--- src/rtl/clk_rst_sequencer.sv ---
// Clock/reset sequencer: reset synchroniser, staggered per-channel reset release and
// per-channel dividers with glitch-free reload. Define CLK_RST_SEQUENCER_DITHER_EN for LFSR edge dither.
module clk_rst_sequencer #(
  parameter int NUM_CH      = 4,
  parameter int DIV_W       = 8,
  parameter int SYNC_STAGES = 2,
  parameter int HOLD_CYCLES = 16,
  parameter int STAGGER     = 4
) (
  input  logic                    clk,
  input  logic                    rst,
  input  logic                    en,
  input  logic [NUM_CH*DIV_W-1:0] div,
  input  logic                    div_load,
  output logic [NUM_CH-1:0]       ch_clk,
  output logic [NUM_CH-1:0]       ch_tick,
  output logic [NUM_CH-1:0]       ch_rst,
  output logic                    ready
);

  localparam int REL_LAST = STAGGER * (NUM_CH - 1);
  localparam int SEQ_MAX  = (HOLD_CYCLES > REL_LAST + 1) ? HOLD_CYCLES : REL_LAST + 1;
  localparam int SEQ_W    = $clog2(SEQ_MAX + 1);

  typedef enum logic [1:0] {
    ST_RESET   = 2'd0,
    ST_HOLD    = 2'd1,
    ST_RELEASE = 2'd2,
    ST_RUN     = 2'd3
  } state_t;

  state_t                       state_q, state_d;
  logic [SYNC_STAGES-1:0]       sync_q, sync_d;
  logic [SEQ_W-1:0]             seq_q, seq_d;
  logic [NUM_CH-1:0]            ch_clk_q, ch_clk_d, ch_tick_q, ch_tick_d;
  logic [NUM_CH-1:0]            ch_rst_q, ch_rst_d, pend_q, pend_d;
  logic                         ready_q, ready_d;
  logic [NUM_CH-1:0][DIV_W-1:0] act_q, act_d, shd_q, shd_d, cnt_q, cnt_d;
  logic                         run_en;
`ifdef CLK_RST_SEQUENCER_DITHER_EN
  logic [15:0]                  lfsr_q, lfsr_d;
  logic [NUM_CH-1:0]            ext_q, ext_d;
`endif

  // Next-state logic: reset sequencing, dividers and shadow reload
  always_comb begin
    sync_d    = {sync_q[SYNC_STAGES-2:0], 1'b0};
    state_d   = state_q;
    seq_d     = seq_q;
    ch_rst_d  = ch_rst_q;
    ready_d   = ready_q;
    ch_clk_d  = ch_clk_q;
    ch_tick_d = '0;
    pend_d    = pend_q;
    act_d     = act_q;
    shd_d     = shd_q;
    cnt_d     = cnt_q;
    run_en    = (state_q == ST_RUN) ? en : 1'b1;
`ifdef CLK_RST_SEQUENCER_DITHER_EN
    ext_d     = ext_q;
    lfsr_d    = (state_q == ST_RUN && en) ?
                {lfsr_q[14:0], lfsr_q[15] ^ lfsr_q[13] ^ lfsr_q[12] ^ lfsr_q[10]} : lfsr_q;
`endif

    // Looking one stage ahead of rst_s makes HOLD start on the first cycle rst_s is low
    case (state_q)
      ST_RESET: begin
        if (!sync_q[SYNC_STAGES-2]) begin
          state_d = ST_HOLD;
          seq_d   = '0;
        end else begin
          state_d = ST_RESET;
        end
      end
      ST_HOLD: begin
        act_d = div;
        if (seq_q == SEQ_W'(HOLD_CYCLES - 1)) begin
          state_d     = ST_RELEASE;
          seq_d       = '0;
          ch_rst_d[0] = 1'b0;
        end else begin
          seq_d = seq_q + SEQ_W'(1);
        end
      end
      ST_RELEASE: begin
        seq_d = seq_q + SEQ_W'(1);
        for (int i = 1; i < NUM_CH; i++) begin
          if (seq_d == SEQ_W'(STAGGER * i)) ch_rst_d[i] = 1'b0;
          else                              ch_rst_d[i] = ch_rst_q[i];
        end
        if (seq_q == SEQ_W'(REL_LAST)) begin
          state_d = ST_RUN;
          ready_d = 1'b1;
        end else begin
          state_d = ST_RELEASE;
        end
      end
      ST_RUN:  state_d = ST_RUN;
      default: state_d = ST_RESET;
    endcase

    for (int i = 0; i < NUM_CH; i++) begin
      if (!ch_rst_q[i] && run_en) begin
        if (act_q[i] == '0) begin
          cnt_d[i]    = '0;
          ch_clk_d[i] = 1'b0;
`ifdef CLK_RST_SEQUENCER_DITHER_EN
          ext_d[i]    = 1'b0;
`endif
          if (pend_q[i]) begin
            act_d[i]  = shd_q[i];
            pend_d[i] = 1'b0;
          end else begin
            act_d[i]  = act_q[i];
          end
        end else if (cnt_q[i] != act_q[i]) begin
          cnt_d[i] = cnt_q[i] + DIV_W'(1);
`ifdef CLK_RST_SEQUENCER_DITHER_EN
        end else if (lfsr_q[i] && !ext_q[i]) begin
          ext_d[i] = 1'b1;
`endif
        end else begin
          cnt_d[i]     = '0;
          ch_clk_d[i]  = ~ch_clk_q[i];
          ch_tick_d[i] = ~ch_clk_q[i];
`ifdef CLK_RST_SEQUENCER_DITHER_EN
          ext_d[i]     = 1'b0;
`endif
          // New divide value only takes effect at a falling toggle, so no phase is cut short
          if (ch_clk_q[i] && pend_q[i]) begin
            act_d[i]  = shd_q[i];
            pend_d[i] = 1'b0;
          end else begin
            act_d[i]  = act_q[i];
          end
        end
      end else begin
        cnt_d[i] = cnt_q[i];
      end
    end

    if (state_q == ST_RUN && div_load) begin
      shd_d  = div;
      pend_d = '1;
    end else begin
      shd_d  = shd_q;
    end
  end

  // State registers with asynchronous reset to the sequencer's idle values
  always_ff @(posedge clk or posedge rst) begin
    if (rst) begin
      sync_q    <= '1;
      state_q   <= ST_RESET;
      seq_q     <= '0;
      ch_clk_q  <= '0;
      ch_tick_q <= '0;
      ch_rst_q  <= '1;
      ready_q   <= 1'b0;
      pend_q    <= '0;
      act_q     <= '0;
      shd_q     <= '0;
      cnt_q     <= '0;
`ifdef CLK_RST_SEQUENCER_DITHER_EN
      lfsr_q    <= 16'hACE1;
      ext_q     <= '0;
`endif
    end else begin
      sync_q    <= sync_d;
      state_q   <= state_d;
      seq_q     <= seq_d;
      ch_clk_q  <= ch_clk_d;
      ch_tick_q <= ch_tick_d;
      ch_rst_q  <= ch_rst_d;
      ready_q   <= ready_d;
      pend_q    <= pend_d;
      act_q     <= act_d;
      shd_q     <= shd_d;
      cnt_q     <= cnt_d;
`ifdef CLK_RST_SEQUENCER_DITHER_EN
      lfsr_q    <= lfsr_d;
      ext_q     <= ext_d;
`endif
    end
  end

  assign ch_clk  = ch_clk_q;
  assign ch_tick = ch_tick_q;
  assign ch_rst  = ch_rst_q;
  assign ready   = ready_q;

endmodule

--- config.mk ---
export PLATFORM = sky130hd
export DESIGN_NAME = clk_rst_sequencer
export DESIGN_NICKNAME = d
export VERILOG_FILES = /design/src/rtl/clk_rst_sequencer.sv
export SDC_FILE = /design/constraint.sdc
export NUM_CORES = 1
export LEC_CHECK = 0
export CAP_MARGIN = 20
export CORE_ASPECT_RATIO = 0.5
export CORE_MARGIN = 1
export CORE_UTILIZATION = 45
export DETAILED_ROUTE_END_ITERATION = 10
export PLACE_DENSITY = 0.75
export SYNTH_ARGS = -nofsm -noshare
export SYNTH_HDL_FRONTEND = slang
export SYNTH_SLANG_ARGS = --single-unit
--- constraint.sdc ---
create_clock -name clk -period 5.6 [get_ports clk]
set_input_delay 1.12 -clock clk [delete_from_list [all_inputs] [get_ports clk]]
set_output_delay 1.12 -clock clk [all_outputs]
set_load 0.03 [all_outputs]
==> metrics.txt <==
Post-DP HPWL=9160 um; Post-synth top cells=dfrtp_1, mux2i_1, o21ai_0; Die Ht=86.4 um; nets=704; Synth Flop Type=dfrtp_1; Mapped Cells=599; routed length per instance=~16 um; top-count cell post-synth=dfrtp_1; crit-path cells=clkdlybuf4s50_1; Peak Freq=352 MHz; GRT Util Overall=20.2%; Max VDD drop=0.247 mV; CP max-delay cell=clkdlybuf4s50_1; Crit Path Class=reg -> out; Initial Utilization=46.7%; Worst Max-Slew Pin Slew=0.844 ns; Post-Layout Cell Count=around 860; status=finished clean; Seq pwr share=approximately 38%; clock share of power=27.7%; Post-CTS Hold Buffers=0; CTS Sinks=121; number of global-route vias before repair=4644; Port-buffer cells=48; synthesized area per cell=10.7 sq um; die width=between 150 and 200 um; Worst Path Buf+Inv=1; number of flops mapped to enable cells by yosys=0; top cell type's share of synthesized area=45.3%; register area share after synthesis=between 40 and 50%; post-route setup TNS=0 ns; Fillers=1168; Post-CTS Resized=0; Switch Pwr=around 1500 uW; register clock-pin slew on the reported worst setup and hold paths=~0.060 ns; First-pass DRT Iterations=4; worst stage delay on the critical path=0.69 ns; Detailed Route WL=around 14000 um; Startpoint Class=flop; path category of the worst min-delay check=reg -> reg; Internal Pwr Total=2600 uW; Final period util=50.7%; area leader, netlist=dfrtp_1; RSZ-0062 raised after global routing=false; largest net degree at the start of global routing=67; placeable core area=0.0137 sq mm; library cells used by synthesis=41; CTS tree=built; combinational share of power=34.6%; first-pass GRT wire length=23200 um; Critical Path End Type=output pin; clk root buf=clkbuf_16; ANT nets after route=0; Tmin final=around 2.8 ns; switching share of power=36.6%; Tot Pwr=4090 uW; # placed instances=827; final setup fails=0; Mapped Area=0.00641 sq mm; fin. max-slew vios=0; post-place setup slack=2.41 ns; Antenna diodes=0; Worst Clk Skew=0.0123 ns; Largest delay share family, worst path=buffers and inverters; Area Growth Syn to Fin=19.9%; clk_lat worst skew=0.42 ns; DIE AREA=between 0.01 and 0.015 sq mm; post-synth net total=around 650; std cell rows=30; Hold Worst Slack=0.465 ns; GP Congestion=0.819; worst endpoint required time=4.48 ns; Max Cap Violations=0; pwr/cell area=532 mW/mm^2; Post-CTS Setup Inserts=0; worst-case clock buffer depth=2; Leakage=0.00353 uW; # IOs=49; vias per cell=5.36; grt ovf=0; total CTS buffers=17; WP data arrival=1.72 ns; number of synthesis warnings=0; Area contributors post-synth=dfrtp_1, mux2i_1, mux2_2, xor2_1, a21o_1; share of post-route cells with drive strength above 1=between 10% and 20%; H-tree depth=4; Post-route DRC=0; vias=between 4000 and 5000; final worst setup slack=approximately 2.8 ns; Worst slew margin=43.6%; Async S/R FF share, synth=100%; Crit Path Max Fanout=6; number of DRC markers in iteration 0=between 300 and 400; synthesized flop and latch total=about 120; Final Hold Fails=0; initial antenna violation count=0
==> flip-flops by register name, summed over array words and instances (netlist names) <==
register  flops
cnt_q        32
ch_tick       4
state_q       2
seq_q         5
sync_q        1
act_q        32
pend_q        4
ready         1
ch_rst        4
ch_clk        4
shd_q        32
==> through the flow <==
step / utilization [%] / area [sq um]
finish: 56.0 / 7690
global route: 56.0 / 7690
CTS: 56.0 / 7690
detailed placement: 51.5 / 7080
global placement: 51.5 / 7080
floorplan: - / 6410
==> cell type report <==
| class | instances | area, sq um | share of cell area [%] |
|---|---|---|---|
| Multi-Input combinational cell | 444 | 3230 | 42.0 |
| Sequential cell | 121 | 3030 | 39.5 |
| Timing Repair Buffer | 52 | 510 | 6.64 |
| Clock buffer | 22 | 464 | 6.04 |
| Tap cell | 192 | 240 | 3.12 |
| Clock inverter | 10 | 141 | 1.84 |
| Inverter | 18 | 70.1 | 0.911 |
==> path summary, 6_finish.rpt <==
check | startpoint | endpoint | slack (ns) | cells past startpoint
max | ch_rst[3]$_DFFE_PP1P_ | ch_rst[3] | 2.76 | 1
min | ready$_DFFE_PP0P_ | ready$_DFFE_PP0P_ | 0.47 | 1
max reg2reg | state_q[1]$_DFFE_PP0P_ | act_q[30]$_DFFE_PP0P_ | 3.28 | 5
min reg2reg | ready$_DFFE_PP0P_ | ready$_DFFE_PP0P_ | 0.47 | 1
max in group asynchronous | rst | ch_rst[0]$_DFFE_PP1P_ | 3.44 | 3
min in group asynchronous | rst | shd_q[27]$_DFFE_PP0P_ | 1.22 | 2
==> cell usage in the layout (no fill, tap or decap), drive strengths merged, types with 5 or more instances in the layout <==
| master | n |
|---|---|
| dfrtp | 116 |
| mux2i | 72 |
| o21ai | 65 |
| clkdlybuf4s50 | 48 |
| nand2 | 44 |
| xor2 | 38 |
| a21o | 37 |
| nor2 | 32 |
| mux2 | 32 |
| nand3 | 22 |
| clkbuf | 22 |
| inv | 20 |
| nor4 | 20 |
| a21oi | 14 |
| ha | 14 |
| nand2b | 10 |
| and3 | 6 |
| or2 | 6 |
| dfstp | 5 |
==> logic make-up after synthesis <==
group           synth area share (%)
compound gates                  12.5
xor+xnor                        5.74
fa+ha+maj                       2.73
buf+inv                         2.42
flops                           47.3
mux                             16.9
other cells                   0.0585
simple gates                    12.3
==> power groups by stage <==
stage                     clock, uW  sequential, uW  combinational, uW
after floorplan                   0            1480               1130
after global placement            0            1530               1350
after detailed placement          0            1540               1410
after CTS                      1150            1530               1430
after global routing           1190            1590               1580
final                          1130            1540               1420
==> metal layers <==
layer	track usage, %	up-vias	wire [um]
li1	-	2246	-
met1	27.8	2282	7030
met2	32.2	64	6320
met3	3.97	15	372
met4	7.06	0	135
met5	0	-	0
Note: power is estimated with default switching activity, not from simulation.
